--- config.mk ---
export PLATFORM = sky130hd
export DESIGN_NAME = pipeline_stage_memory_multicycle_flat
export DESIGN_NICKNAME = d
export VERILOG_FILES = /design/src/rtl/pipeline_stage_memory_multicycle_if.sv /design/src/rtl/pipeline_stage_memory_multicycle.sv /design/src/flat_wrapper.sv
export SDC_FILE = /design/constraint.sdc
export NUM_CORES = 1
export LEC_CHECK = 0
export CAP_MARGIN = 25
export CORE_MARGIN = 5
export CORE_UTILIZATION = 45
export DETAILED_ROUTE_END_ITERATION = 10
export PLACE_DENSITY = 0.84
export SLEW_MARGIN = 5
export SYNTH_ARGS = -nofsm -noshare
export SYNTH_HDL_FRONTEND = slang
export SYNTH_SLANG_ARGS = --single-unit
--- constraint.sdc ---
create_clock -name clock -period 2.65 [get_ports clock]
set_clock_uncertainty 0.1 [all_clocks]
set_input_delay 0.265 -clock clock [delete_from_list [all_inputs] [get_ports clock]]
set_output_delay 0.265 -clock clock [all_outputs]
set_load 0.02 [all_outputs]
--- src/rtl/pipeline_stage_memory_multicycle_if.sv ---
// Data-memory request/acknowledge bus between the MEM stage and a variable-latency data memory.
// The stage drives req/we/addr/wdata/be and holds them until the memory returns ack (+ rdata).
interface pipeline_stage_memory_multicycle_if #(
  parameter int unsigned DATA_WIDTH = 32,
  parameter int unsigned ADDR_WIDTH = 32
) ();
  localparam int unsigned NB = DATA_WIDTH / 8;

  logic                  req;
  logic                  we;
  logic [ADDR_WIDTH-1:0] addr;
  logic [DATA_WIDTH-1:0] wdata;
  logic [NB-1:0]         be;
  logic                  ack;
  logic [DATA_WIDTH-1:0] rdata;

  modport master (
    output req, we, addr, wdata, be,
    input  ack, rdata
  );

  modport slave (
    input  req, we, addr, wdata, be,
    output ack, rdata
  );
endinterface

--- src/rtl/pipeline_stage_memory_multicycle.sv ---
// MEM pipeline stage between EX and WB. Issues one data-memory access at a time over a req/ack
// bus, stalls EX while it is outstanding, aligns store lanes and extends load data, flags
// misaligned accesses and memory timeouts, and publishes a forwarding record for hazard logic.
module pipeline_stage_memory_multicycle #(
  parameter int unsigned DATA_WIDTH   = 32,
  parameter int unsigned ADDR_WIDTH   = 32,
  parameter int unsigned REG_ID_WIDTH = 5,
  parameter int unsigned MAX_WAIT     = 255
) (
  input  logic                    clock,
  input  logic                    reset,
  input  logic                    in_valid,
  output logic                    in_ready,
  input  logic [ADDR_WIDTH-1:0]   in_pc,
  input  logic [DATA_WIDTH-1:0]   in_alu_result,
  input  logic [DATA_WIDTH-1:0]   in_store_data,
  input  logic                    in_mem_read,
  input  logic                    in_mem_write,
  input  logic [1:0]              in_size,
  input  logic                    in_unsigned,
  input  logic                    in_reg_write,
  input  logic [REG_ID_WIDTH-1:0] in_reg_id,
  input  logic                    in_data_ready,
  pipeline_stage_memory_multicycle_if.master dm,
  output logic                    out_valid,
  output logic [ADDR_WIDTH-1:0]   out_pc,
  output logic [REG_ID_WIDTH-1:0] out_reg_id,
  output logic                    out_reg_write,
  output logic                    out_data_ready,
  output logic [DATA_WIDTH-1:0]   out_data,
  output logic [REG_ID_WIDTH-1:0] fwd_reg_id,
  output logic                    fwd_data_ready,
  output logic [DATA_WIDTH-1:0]   fwd_data,
  output logic                    err_misaligned,
  output logic                    err_timeout
);
  localparam int unsigned NB = DATA_WIDTH / 8;
  localparam int unsigned LB = $clog2(NB);
  localparam int unsigned CW = 16;
  localparam logic [NB-1:0]         BeOne    = {{(NB - 1){1'b0}}, 1'b1};
  localparam logic [DATA_WIDTH-1:0] DataOne  = {{(DATA_WIDTH - 1){1'b0}}, 1'b1};
  localparam logic [CW-1:0]         WaitLast = CW'(MAX_WAIT - 1);

  typedef enum logic [0:0] {StIdle, StWait} state_e;

  typedef struct packed {
    logic [ADDR_WIDTH-1:0]   addr;
    logic                    we;
    logic [NB-1:0]           be;
    logic [DATA_WIDTH-1:0]   wdata;
    logic [1:0]              size;
    logic                    is_unsigned;
    logic [LB-1:0]           lane;
    logic [ADDR_WIDTH-1:0]   pc;
    logic [REG_ID_WIDTH-1:0] reg_id;
    logic                    reg_write;
  } req_t;

  typedef struct packed {
    logic [ADDR_WIDTH-1:0]   pc;
    logic [REG_ID_WIDTH-1:0] reg_id;
    logic                    reg_write;
    logic                    data_ready;
    logic [DATA_WIDTH-1:0]   data;
  } result_t;

  // A result that writes no register: ready with zero data on register ZERO.
  localparam result_t Bubble = '{pc: '0, reg_id: '0, reg_write: 1'b0, data_ready: 1'b1, data: '0};

  state_e        state_q, state_d;
  req_t          req_q, req_d;
  logic [CW-1:0] cnt_q, cnt_d;
  result_t       out_q, out_d;
  logic          out_valid_q, out_valid_d;
  logic          mis_q, mis_d;
  logic          to_q, to_d;

  int unsigned           acc_bytes;
  logic [LB-1:0]         acc_lane;
  logic                  acc_mem;
  logic                  acc_ok;
  logic [NB-1:0]         acc_be;
  logic [DATA_WIDTH-1:0] acc_wdata;
  logic [ADDR_WIDTH-1:0] acc_addr;

  logic [DATA_WIDTH-1:0] ld_shift;
  logic [DATA_WIDTH-1:0] ld_mask;
  logic [DATA_WIDTH-1:0] ld_ext;
  logic                  ld_sign;

  // Decode the incoming access: legality, alignment, lane-aligned enables and write data.
  always_comb begin
    acc_bytes = 32'd1 << in_size;
    acc_lane  = in_alu_result[LB-1:0];
    acc_mem   = in_mem_read | in_mem_write;
    acc_ok    = (acc_bytes <= NB) && ((32'(acc_lane) & (acc_bytes - 32'd1)) == 32'd0);
    acc_be    = ((BeOne << acc_bytes) - BeOne) << acc_lane;
    acc_wdata = in_store_data << {acc_lane, 3'b000};
    acc_addr  = ADDR_WIDTH'(in_alu_result);
    acc_addr[LB-1:0] = '0;
  end

  // Shift the returned word down to its lane, keep 2^size bytes, then sign- or zero-extend.
  always_comb begin
    ld_shift = dm.rdata >> {req_q.lane, 3'b000};
    // Shifting by the full width yields zero, so a full-width access gets an all-ones mask.
    ld_mask  = (DataOne << (32'd8 << req_q.size)) - DataOne;
    unique case (req_q.size)
      2'd0:    ld_sign = ld_shift[7];
      2'd1:    ld_sign = ld_shift[15];
      2'd2:    ld_sign = ld_shift[31];
      default: ld_sign = ld_shift[DATA_WIDTH-1];
    endcase
    ld_ext = (ld_shift & ld_mask) |
             ({DATA_WIDTH{ld_sign & ~req_q.is_unsigned}} & ~ld_mask);
  end

  // Next state: accept in IDLE, wait for ack (or give up after MAX_WAIT cycles) in WAIT.
  always_comb begin
    state_d     = state_q;
    req_d       = req_q;
    cnt_d       = cnt_q;
    out_valid_d = 1'b0;
    out_d       = Bubble;
    mis_d       = 1'b0;
    to_d        = 1'b0;
    unique case (state_q)
      StIdle: begin
        if (in_valid) begin
          if (!acc_mem) begin
            out_valid_d = 1'b1;
            out_d.pc    = in_pc;
            if (in_reg_write) begin
              out_d.reg_id     = in_reg_id;
              out_d.reg_write  = 1'b1;
              out_d.data_ready = in_data_ready;
              out_d.data       = in_alu_result;
            end
          end else if (acc_ok) begin
            state_d           = StWait;
            cnt_d             = '0;
            req_d.addr        = acc_addr;
            req_d.we          = in_mem_write;
            req_d.be          = acc_be;
            req_d.wdata       = acc_wdata;
            req_d.size        = in_size;
            req_d.is_unsigned = in_unsigned;
            req_d.lane        = acc_lane;
            req_d.pc          = in_pc;
            req_d.reg_id      = in_reg_id;
            // Stores never write a register.
            req_d.reg_write   = in_reg_write & in_mem_read;
          end else begin
            mis_d = 1'b1;
          end
        end
      end
      StWait: begin
        if (dm.ack) begin
          state_d     = StIdle;
          out_valid_d = 1'b1;
          out_d.pc    = req_q.pc;
          if (req_q.reg_write) begin
            out_d.reg_id     = req_q.reg_id;
            out_d.reg_write  = 1'b1;
            out_d.data_ready = 1'b1;
            out_d.data       = ld_ext;
          end
        end else if (cnt_q == WaitLast) begin
          state_d = StIdle;
          cnt_d   = '0;
          to_d    = 1'b1;
        end else begin
          cnt_d = cnt_q + 1'b1;
        end
      end
    endcase
  end

  // State, request latch, result and error-pulse registers with synchronous reset.
  always_ff @(posedge clock) begin
    if (reset) begin
      state_q     <= StIdle;
      req_q       <= '0;
      cnt_q       <= '0;
      out_q       <= Bubble;
      out_valid_q <= 1'b0;
      mis_q       <= 1'b0;
      to_q        <= 1'b0;
    end else begin
      state_q     <= state_d;
      req_q       <= req_d;
      cnt_q       <= cnt_d;
      out_q       <= out_d;
      out_valid_q <= out_valid_d;
      mis_q       <= mis_d;
      to_q        <= to_d;
    end
  end

  assign in_ready       = (state_q == StIdle);
  assign dm.req         = (state_q == StWait);
  assign dm.we          = (state_q == StWait) && req_q.we;
  assign dm.addr        = req_q.addr;
  assign dm.wdata       = req_q.wdata;
  assign dm.be          = req_q.be;
  assign out_valid      = out_valid_q;
  assign out_pc         = out_q.pc;
  assign out_reg_id     = out_q.reg_id;
  assign out_reg_write  = out_q.reg_write;
  assign out_data_ready = out_q.data_ready;
  assign out_data       = out_q.data;
  assign err_misaligned = mis_q;
  assign err_timeout    = to_q;

  // Forwarding record: a bubble looks like a ready write of zero to register ZERO.
  always_comb begin
    fwd_reg_id     = '0;
    fwd_data_ready = 1'b1;
    fwd_data       = '0;
    if (out_valid_q) begin
      fwd_reg_id     = out_q.reg_id;
      fwd_data_ready = out_q.data_ready;
      fwd_data       = out_q.data;
    end
  end
endmodule

--- src/flat_wrapper.sv ---
// flat-port wrapper written by rule: the top's interface ports become plain ports
module pipeline_stage_memory_multicycle_flat 
#(
  parameter int unsigned DATA_WIDTH   = 32,
  parameter int unsigned ADDR_WIDTH   = 32,
  parameter int unsigned REG_ID_WIDTH = 5,
  parameter int unsigned MAX_WAIT     = 255
)
  (clock, reset, in_valid, in_ready, in_pc, in_alu_result, in_store_data, in_mem_read, in_mem_write, in_size, in_unsigned, in_reg_write, in_reg_id, in_data_ready, out_valid, out_pc, out_reg_id, out_reg_write, out_data_ready, out_data, fwd_reg_id, fwd_data_ready, fwd_data, err_misaligned, err_timeout, dm_req, dm_we, dm_addr, dm_wdata, dm_be, dm_ack, dm_rdata);
  pipeline_stage_memory_multicycle_if #(.DATA_WIDTH(DATA_WIDTH), .ADDR_WIDTH(ADDR_WIDTH)) dm_i ();
  input  logic clock;
  input  logic reset;
  input  logic in_valid;
  output logic in_ready;
  input  logic [ADDR_WIDTH-1:0] in_pc;
  input  logic [DATA_WIDTH-1:0] in_alu_result;
  input  logic [DATA_WIDTH-1:0] in_store_data;
  input  logic in_mem_read;
  input  logic in_mem_write;
  input  logic [1:0] in_size;
  input  logic in_unsigned;
  input  logic in_reg_write;
  input  logic [REG_ID_WIDTH-1:0] in_reg_id;
  input  logic in_data_ready;
  output logic out_valid;
  output logic [ADDR_WIDTH-1:0] out_pc;
  output logic [REG_ID_WIDTH-1:0] out_reg_id;
  output logic out_reg_write;
  output logic out_data_ready;
  output logic [DATA_WIDTH-1:0] out_data;
  output logic [REG_ID_WIDTH-1:0] fwd_reg_id;
  output logic fwd_data_ready;
  output logic [DATA_WIDTH-1:0] fwd_data;
  output logic err_misaligned;
  output logic err_timeout;
  output wire logic [$bits(dm_i.req)-1:0] dm_req;
  output wire logic [$bits(dm_i.we)-1:0] dm_we;
  output wire logic [$bits(dm_i.addr)-1:0] dm_addr;
  output wire logic [$bits(dm_i.wdata)-1:0] dm_wdata;
  output wire logic [$bits(dm_i.be)-1:0] dm_be;
  input wire logic [$bits(dm_i.ack)-1:0] dm_ack;
  input wire logic [$bits(dm_i.rdata)-1:0] dm_rdata;
  assign dm_req = dm_i.req;
  assign dm_we = dm_i.we;
  assign dm_addr = dm_i.addr;
  assign dm_wdata = dm_i.wdata;
  assign dm_be = dm_i.be;
  assign dm_i.ack = dm_ack;
  assign dm_i.rdata = dm_rdata;
  pipeline_stage_memory_multicycle #(.DATA_WIDTH(DATA_WIDTH), .ADDR_WIDTH(ADDR_WIDTH), .REG_ID_WIDTH(REG_ID_WIDTH), .MAX_WAIT(MAX_WAIT)) u_core (.clock(clock), .reset(reset), .in_valid(in_valid), .in_ready(in_ready), .in_pc(in_pc), .in_alu_result(in_alu_result), .in_store_data(in_store_data), .in_mem_read(in_mem_read), .in_mem_write(in_mem_write), .in_size(in_size), .in_unsigned(in_unsigned), .in_reg_write(in_reg_write), .in_reg_id(in_reg_id), .in_data_ready(in_data_ready), .dm(dm_i), .out_valid(out_valid), .out_pc(out_pc), .out_reg_id(out_reg_id), .out_reg_write(out_reg_write), .out_data_ready(out_data_ready), .out_data(out_data), .fwd_reg_id(fwd_reg_id), .fwd_data_ready(fwd_data_ready), .fwd_data(fwd_data), .err_misaligned(err_misaligned), .err_timeout(err_timeout));
endmodule
==> results_dict.tcl, run 1 <==
set metrics [dict create \
    hold_path.class "in -> reg" \
    via_per_inst 5.39 \
    grt_use_total_pct 24.0 \
    boundaryPins 327 \
    top_layer_used "met4" \
    holdWs_ns 0.0360 \
    cts_tree "done" \
    synth_seq_area_share_pct 45.5 \
    fin_crit_ns 2.34 \
    ys_ff_latch 201 \
    antenna_left 0 \
    post-route-period-util_pct 88.4 \
    dr.pass1.iters 4 \
    insertedDiodeCount 0 \
    num_rows 51 \
    arrival_ns 1.98 \
    syn-instance-count 1053 \
    ir_drop_v 0.000397 \
    wl_met3_mm 2.67 \
    maxCapViolCount 0 \
    postSynthAreaPerCell_sq_um 8.40 \
    criticalPathCategory "reg -> out" \
    cp_slowest_cell "clkdlybuf4s50_1" \
    grt_max_degree 93 \
    power_leakage_nw 4.43 \
    post_cts_buffers 0 \
    crit_family "buffers and inverters" \
    totalWireLength_mm 28.8 \
    syn_area_sq_um 8840 \
    async_flop_share_pct 0 \
    drive_gt1_share_pct 5.44 \
    antenna_found_initial 0 \
    path_clk_slew_ns 0.06 \
    synth-edff-count 0 \
    multi_input_area_sq_um 3990 \
    status "completed" \
    fmax_mhz 427 \
    route.met2.wl_mm 13.9 \
    vias 8359 \
    tns_ns 0 \
    remaining_drc_errors 0 \
    slew_viol_final 0 \
    hpwl_mm 20.8 \
    grt_setup_unrepaired "false" \
    crit_fanout 39 \
    synthToLayoutAreaGrowth_pct 41.0 \
    cts_root_buf "clkbuf_16" \
    m1WireLength_mm 11.0 \
    worst_setup_path_end_kind "output pin" \
    slew-limit-headroom_pct 57.8 \
    clkLatencyLatePin_ns 0.49 \
    slowest_delay_ns 0.64 \
    seqCellArea_sq_um 4020 \
    start_util_pct 45.6 \
    cp.required_ns 2.29 \
    finalSetupViolations 0 \
    synthFlopType "dfxtp_1" \
    die_w_microns 150 \
    core-area_sq_um 19400 \
    critPathLaunchType "flop" \
    tightest_slew_ns 0.631 \
    layout.nets 1427 \
    crit_chain "buf_4 -> and2_1 -> clkdlybuf4s50_1" \
    die_area_sq_um 22600 \
    clock_sinks 201 \
    p_per_area_nw_per_um2 544 \
    clock_path_buffers 3 \
    grt_pass1_vias 8075 \
    wl_per_cell_microns 18.5 \
    grt_pass1_wl_mm 43.3 \
    numCtsBuffers 21 \
    finalHoldViolCount 0 \
    cts-htree-levels 1 \
    synth_cell_types 53 \
    yosys_warnings 0 \
    crit_buf_inv 2 \
    drt_iter0_markers 364 \
    grt.overflow.total 0 \
    die_y_microns 150 \
    globalplace.congestion 0.905 \
    fill_cells 1630 \
    port_buffers 324 \
]
[cells in the final DEF, fill, tap and decap left out, types with 2 or more instances in the layout]
cell,n
a21o_1,2
nor2b_1,14
nand2_1,187
clkbuf_8,4
a22o_1,11
a211o_1,2
and3_1,2
dfxtp_1,201
buf_4,24
nor2_1,84
or3_1,5
buf_12,3
xnor2_1,5
nor4b_1,2
and3b_1,2
mux2_2,7
or4_1,2
and2_1,41
a221o_1,24
nor3_4,2
a211oi_1,28
clkdlybuf4s50_1,322
nor3_1,24
inv_1,6
o21ai_0,22
nand3_1,17
a22oi_1,32
clkbuf_16,21
conb_1,2
nand4_1,3
clkbuf_1,4
ha_1,3
o21a_1,2
a21oi_1,115
nand2b_1,7
mux2i_1,34
[tightest hold or removal path: stages]
cell and delay, ns:
buf_2 0.17, nand2_1 0.08, a21oi_1 0.05
[sequential cells by signal (all words and copies together) (netlist names)]
name                   cells
u_core.out_pc             32
u_core.dm.be               4
u_core.dm.wdata           32
u_core.out_valid           1
u_core.out_data           32
u_core.out_data_ready      1
u_core.err_timeout         1
u_core.out_reg_id          5
u_core.err_misaligned      1
u_core.cnt_q              16
u_core.dm.addr            30
u_core.out_reg_write       1
u_core.dm.req              1
u_core.req_q              44
[kinds of logic (layout without fill, tap and decap cells)]
logic type               count (synthesis)  after routing  share of synthesized area [%]
XOR/XNOR                                 6              6                          0.594
flip-flops                             201            201                           45.5
other                                    1              2                         0.0424
AO/OA/AOI/OAI                          246            246                           18.1
AND/OR/NAND/NOR                        399            399                           20.6
adder cells (fa/ha/maj)                  3              3                          0.424
buffers and inverters                  155            388                           9.78
multiplexers                            42             42                           4.99
[metal layers]
layer	vias up	global-route usage, %
met5	-	0
met4	0	9.88
met3	69	6.05
met2	381	41.6
met1	3903	28.2
li1	4006	-
[metrics by stage]
step                      instance area [sq um]  power [mW]  utilization [%]  std cells  setup WS [ns]
after floorplan                            8850        3.73                -       1054          0.723
after global placement                    11800        4.17             61.0       1520          0.243
after detailed placement                  11900        4.18             61.1       1521          0.217
after CTS                                 12500        6.85             64.3       1552          0.290
after global routing                      12500        7.05             64.3       1552          0.234
final                                     12500        6.79             64.3       1552          0.307
[worst paths after layout]
check	start	to	slack [ns]	cells after the start
setup / recovery	u_core.out_valid	fwd_data[9]	0.31	3
hold / removal	in_alu_result[0]	u_core.req_q[38]	0.04	3
setup reg to reg	u_core.req_q[38]	u_core.out_data[13]	0.56	6
hold reg to reg	u_core.dm.wdata[3]	u_core.dm.wdata[3]	0.35	2
[power by group]
group	internal (mW)	switching [mW]	total, mW
registers	3.12	0.0557	3.17
clock network	1.54	1.12	2.66
logic	0.456	0.500	0.957
total	5.11	1.68	6.79
[cell type report]
class                           count  area share (%)
Clock buffer                       29            4.78
Timing Repair Buffer              352            28.1
Tap cell                          265            2.66
Inverter                            6           0.181
Sequential cell                   201            32.3
Multi-Input combinational cell    698            32.0
Clock inverter                      1          0.0401
[cell usage after synthesis, drive strengths merged, types with 11 or more instances]
cell    instances  area share (%)
mux2i          34             3.8
buf            87             6.9
a221o          24             2.7
clkbuf         62             2.6
dfxtp         201              45
a211oi         28             2.4
nand3          17            0.96
nor3           26             1.7
nor2           84             3.6
a21oi         115             6.5
nor2b          14            0.99
nand2         187             7.9
a22o           11             1.1
o21ai          22             1.2
a22oi          32             2.7
and2           41             2.9
[what timing repair did]
| action | CTS | global route |
|---|---|---|
| resized for setup | 0 | 0 |
| hold endpoints to repair | 2 | 0 |
| hold buffers | 1 | 0 |
No activity file was read; power rests on OpenSTA's default activity.
==> run 2: changes to the inputs <==
--- a/config.mk
+++ b/config.mk
@@ -7,10 +7,10 @@
 export LEC_CHECK = 0
 export CAP_MARGIN = 25
 export CORE_MARGIN = 5
-export CORE_UTILIZATION = 45
+export CORE_UTILIZATION = 40
 export DETAILED_ROUTE_END_ITERATION = 10
-export PLACE_DENSITY = 0.84
-export SLEW_MARGIN = 5
+export PLACE_DENSITY = 0.79
+export SLEW_MARGIN = 20
 export SYNTH_ARGS = -nofsm -noshare
 export SYNTH_HDL_FRONTEND = slang
 export SYNTH_SLANG_ARGS = --single-unit
==> run 2 against run 1 <==
Net effect:
- core utilization decreased by 6.3 points
- count of clock-buffer cells in the layout fell by 2
- first-iteration DRC count is 44% higher
- power grew 9.9%
- flip-flop and latch count stayed put
- sequential power barely moved
- critical path depth stayed put
- via count shrank 0.36%
- sequential share of layout area decreased by 0.49 points
- maximum frequency shrank 0.47%
- die area up 12%
- non-clock buffer count is 3 lower
- largest cell class unchanged
==> results_dict.tcl, run 2 (synthesis results as in run 1) <==
set metrics [dict create \
    status "completed" \
    grt_pass1_wl_mm 46.2 \
    slew_viol_final 0 \
    reg2reg_depth 5 \
    cts_hold_buf 0 \
    worst_setup_path_end_kind "output pin" \
    power_leakage_nw 4.52 \
    crit_fanout 39 \
    ir_drop_v 0.000389 \
    seqPwrFrac_pct 42.5 \
    boundaryPins 327 \
    mostFrequentLayoutCell "clkdlybuf4s50_1" \
    core-area_sq_um 21800 \
    fill_cells 1919 \
    hold_path.class "in -> reg" \
    die_y_microns 159 \
    remaining_drc_errors 0 \
    reg2reg_to "u_core.out_data[9]" \
    cp.required_ns 2.29 \
    path_clk_slew_ns 0.06 \
    power_frac_comb_pct 12.8 \
    start_util_pct 40.5 \
    swShare_pct 25.3 \
    tightest_slew_ns 0.600 \
    via_per_inst 5.28 \
    port_buffers 324 \
    p_total_mw 7.46 \
    reg2reg_from "u_core.req_q[38]" \
    totalWireLength_mm 30.0 \
    grt_pass1_vias 8207 \
    clkLatencyLatePin_ns 0.51 \
    fin_crit_ns 2.35 \
    grt_max_degree 122 \
    multi_input_area_sq_um 3990 \
    criticalPathCategory "reg -> out" \
    antenna_found_initial 0 \
    wl_per_cell_microns 19.0 \
    finalSetupViolations 0 \
    r2r_slack_ns 0.35 \
    cts_tree "done" \
    grt_use_total_pct 22.2 \
    clock_power_share_pct 44.7 \
    grt.overflow.total 0 \
    dr.pass1.iters 5 \
    min_from "in_alu_result[0]" \
    post-route-period-util_pct 88.8 \
    layout.nets 1426 \
    largest-register "u_core.req_q" \
    fmax_mhz 425 \
    cts_root_buf "clkbuf_16" \
    holdWs_ns 0.174 \
    drive_gt1_share_pct 6.48 \
    clock_path_buffers 3 \
    clock_sinks 201 \
    hpwl_mm 21.3 \
    post_cts_buffers 0 \
    globalplace.congestion 0.932 \
    p_per_area_nw_per_um2 589 \
    largest_reg_flops 44 \
    cts_repair_resize_count 0 \
    maxCapViolCount 0 \
    p_sw_mw 1.89 \
    final_cell_mix "322 x clkdlybuf4s50_1, 201 x dfxtp_1, 187 x nand2_1" \
    tns_ns 0 \
    grt_setup_unrepaired "false" \
    critPathLaunchType "flop" \
    num_rows 54 \
    finalHoldViolCount 0 \
    drt_iter0_markers 525 \
    whs_path_depth 3 \
    arrival_ns 1.99 \
    hold_end "u_core.err_misaligned" \
    slew-limit-headroom_pct 59.8 \
    vias 8329 \
    synthToLayoutAreaGrowth_pct 43.2 \
    power.internal_mw 5.58 \
    insertedDiodeCount 0 \
    cts-htree-levels 1 \
    antenna_left 0 \
    seqCellArea_sq_um 4020 \
    numCtsBuffers 23 \
    die_area_sq_um 25200 \
    die_w_microns 159 \
]
==> run 2: changes by cell type in the layout (fill, tap and decap cells not counted), moves of 2 or more <==
cell	before	now
buf_4	24	22
bufinv_16	0	3
clkbuf_1	4	0
clkbuf_16	21	23
clkinv_2	1	6
clkinvlp_4	0	3
==> run 2: layout make-up <==
cell class	instances	share of cell area (%)
clock buffer	27	4.98
clock inverter	15	1.39
inverter	6	0.178
multi-input combinational	698	31.5
sequential	201	31.8
tap	280	2.77
timing repair buffer	349	27.4
==> run 2: routing by layer <==
layer / wire length (microns) / vias to the layer above / global-route usage, % / share of wire [%]
met5: 0 / - / 0 / 0
met4: 1290 / 0 / 9.46 / 4.3
met3: 2490 / 70 / 6.69 / 8.3
met2: 14600 / 361 / 38.7 / 49
met1: 11600 / 3884 / 25.3 / 39
li1: - / 4014 / - / -
==> run 2: how the worst max path moves through the flow <==
stage,endpoint,from,slack [ns]
detailed placement,u_core.cnt_q[7],in_size[0],0.15
CTS,fwd_reg_id[4],u_core.out_valid,0.25
global route,fwd_reg_id[4],u_core.out_valid,0.22
global placement,u_core.cnt_q[8],in_size[0],0.26
floorplan,u_core.cnt_q[11],u_core.dm.req,0.72
finish,fwd_reg_id[4],u_core.out_valid,0.30
==> run 2: power groups by stage <==
stage	Combinational [mW]	Sequential [mW]	Clock [mW]
global route	1.03	3.18	3.55
detailed placement	0.956	3.24	0
floorplan	0.485	3.24	0
global placement	0.945	3.23	0
finish	0.956	3.17	3.34
CTS	0.962	3.17	3.42
==> run 2: worst max-delay path, stage by stage, from the launching register on <==
cell and delay (ns):
dfxtp_1 0.31, buf_4 0.32, and2_1 0.19, clkdlybuf4s50_1 0.66
==> run 2: per-stage QoR <==
| stage | cells | utilization [%] | area, sq um | setup slack, ns |
|---|---|---|---|---|
| floorplan | 1054 | - | 8850 | 0.723 |
| global placement | 1534 | 54.3 | 11900 | 0.264 |
| detailed placement | 1534 | 54.3 | 11900 | 0.150 |
| CTS | 1576 | 58.0 | 12700 | 0.255 |
| global route | 1576 | 58.0 | 12700 | 0.222 |
| finish | 1576 | 58.0 | 12700 | 0.296 |
==> run 3: changes to the inputs <==
--- a/config.mk
+++ b/config.mk
@@ -6,9 +6,11 @@
 export NUM_CORES = 1
 export LEC_CHECK = 0
 export CAP_MARGIN = 25
+export CORE_ASPECT_RATIO = 2
 export CORE_MARGIN = 5
 export CORE_UTILIZATION = 40
 export DETAILED_ROUTE_END_ITERATION = 10
+export HOLD_SLACK_MARGIN = 0.15
 export PLACE_DENSITY = 0.79
 export SLEW_MARGIN = 20
 export SYNTH_ARGS = -nofsm -noshare
==> run 3 against run 2 <==
Net effect:
- hold slack gained 0.016 ns
- die area is 0.72% higher
- power is 8.0% lower
- via count is 0.58% lower
- core utilization is 1.3 points lower
- wire length fell by 1.2%
- maximum frequency is 1.7% higher
- clock power is 18% lower
- flip-flop and latch count unchanged
- critical path type unchanged
==> results_dict.tcl, run 3 (synthesis results as in run 1) <==
set metrics [dict create \
    grt_pass1_wl_mm 44.0 \
    reg2reg_from "u_core.req_q[38]" \
    largest-register "u_core.req_q" \
    tns_ns 0 \
    grt_max_degree 91 \
    antenna_left 0 \
    finalHoldViolCount 0 \
    grt_setup_unrepaired "false" \
    final_cell_mix "321 x clkdlybuf4s50_1, 201 x dfxtp_1, 187 x nand2_1" \
    maxCapViolCount 0 \
    grt_use_total_pct 22.0 \
    num_rows 77 \
    largest_reg_flops 44 \
    grt.overflow.total 0 \
    multi_input_area_sq_um 3990 \
    post-route-period-util_pct 87.3 \
    min_from "in_alu_result[0]" \
    dr.pass1.iters 5 \
    dpl.cell_count 1529 \
    path_clk_slew_ns 0.07 \
    layout_setup_ws_ns 0.336 \
    die_y_microns 220 \
    slew_viol_final 0 \
    reg2reg_to "u_core.out_data[15]" \
    start_util_pct 40.3 \
    slew-limit-headroom_pct 32.0 \
    r2r_slack_ns 0.35 \
    fmax_mhz 432 \
    status "completed" \
    m1WireLength_mm 10.0 \
    seqPwrFrac_pct 46.1 \
    port_buffers 324 \
    power.internal_mw 5.14 \
    power_leakage_nw 4.43 \
    drt_iter0_markers 535 \
    criticalPathCategory "reg -> out" \
    synthToLayoutAreaGrowth_pct 41.0 \
    arrival_ns 1.95 \
    critPathLaunchType "flop" \
    boundaryPins 327 \
    clkLatencyLatePin_ns 0.49 \
    die_area_sq_um 25400 \
    drive_gt1_share_pct 5.51 \
    antenna_found_initial 2 \
    tightest_slew_ns 1.02 \
    slowest_delay_ns 0.62 \
    finalSetupViolations 0 \
    core-area_sq_um 22000 \
    fill_cells 2002 \
    grt_pass1_vias 8137 \
    via_per_inst 5.29 \
    hold_path.class "in -> reg" \
    wl_per_cell_microns 18.9 \
    hpwl_mm 21.8 \
    worst_setup_path_end_kind "output pin" \
    cts-htree-levels 1 \
    fin_crit_ns 2.31 \
    top_layer_used "met4" \
    totalWireLength_mm 29.6 \
    swShare_pct 25.2 \
    clock_path_buffers 3 \
    finalNonFillerCells 1565 \
    vias 8281 \
    wl_met3_mm 2.13 \
    route.met2.wl_mm 16.0 \
    cts_tree "done" \
    p_per_area_nw_per_um2 551 \
    clock_sinks 201 \
    cts_root_buf "clkbuf_16" \
    ir_drop_v 0.000510 \
    layout.nets 1424 \
    crit_chain "buf_4 -> and2_1 -> clkdlybuf4s50_1" \
    clock_power_share_pct 40.0 \
    seqCellArea_sq_um 4020 \
    cts_repair_resize_count 0 \
    numCtsBuffers 19 \
    reg2reg_depth 5 \
    pre_cts_ws_ns 0.154 \
    power_frac_comb_pct 13.9 \
    fin_util_pct 56.8 \
    whs_path_depth 3 \
    mostFrequentLayoutCell "clkdlybuf4s50_1" \
    cp.required_ns 2.29 \
    hold_end "u_core.err_misaligned" \
    cp_slowest_cell "clkdlybuf4s50_1" \
    p_sw_mw 1.73 \
    globalplace.congestion 0.856 \
    crit_fanout 39 \
    p_total_mw 6.87 \
    remaining_drc_errors 0 \
    die_w_microns 115 \
]
## run 3: cell count changes in the layout (fill, tap and decap cells not counted), sizes merged
cell	delta
bufinv	-1
clkinvlp	-2
diode	+1
clkdlybuf4s50	-1
clkbuf	-3
dlygate4sd3	+3
clkinv	-4
## run 3: how the worst max path moves through the flow
stage | from | to | cells past startpoint
final | u_core.out_valid | fwd_data[1] | 3
after global routing | u_core.out_valid | fwd_data[1] | 3
after CTS | u_core.out_valid | fwd_data[1] | 3
after detailed placement | in_size[0] | u_core.dm.be[1] | 8
after global placement | in_size[0] | u_core.dm.be[1] | 8
after floorplan | u_core.dm.req | u_core.cnt_q[11] | 6
## run 3: what timing repair did
action | 4_1_cts | 5_1_grt
endpoints found under the hold margin | 2 | 0
hold buffers | 3 | 0
buffers inserted | 0 | 0
## run 3: metrics by stage
step | instance area, sq um | hold slack [ns]
final | 12500 | 0.190
after global routing | 12500 | 0.223
after CTS | 12500 | 0.180
after detailed placement | 11800 | 0.346
after global placement | 11800 | 0.337
after floorplan | 8850 | 0.266
## run 3: power by group through the flow
stage | Combinational, mW | Sequential, mW | Clock, mW
after floorplan | 0.485 | 3.24 | 0
after global placement | 0.936 | 3.23 | 0
after detailed placement | 0.949 | 3.24 | 0
after CTS | 0.956 | 3.17 | 2.83
after global routing | 1.02 | 3.18 | 2.93
final | 0.951 | 3.17 | 2.75
## run 3: final cells by class
cell class	count	share of cell area [%]
Timing Repair Buffer	351	27.9
Inverter	6	0.181
Tap cell	276	2.77
Antenna cell	1	0.0201
Clock buffer	24	4.12
Sequential cell	201	32.3
Multi-Input combinational cell	698	32.0
Clock inverter	8	0.773
## run 3: critical path, delay by kind of cell (launching register included)
family,cells,cell delay (ns)
flip-flops,1,0.31
buffers and inverters,2,0.91
AND/OR/NAND/NOR,1,0.23
## run 3: routing by layer
metal  vias up  global-route usage [%]
met2       320                    41.6
met1      3890                    22.3
met3        76                    4.52
li1       3995                       -
met4         0                    10.8
met5         -                       0
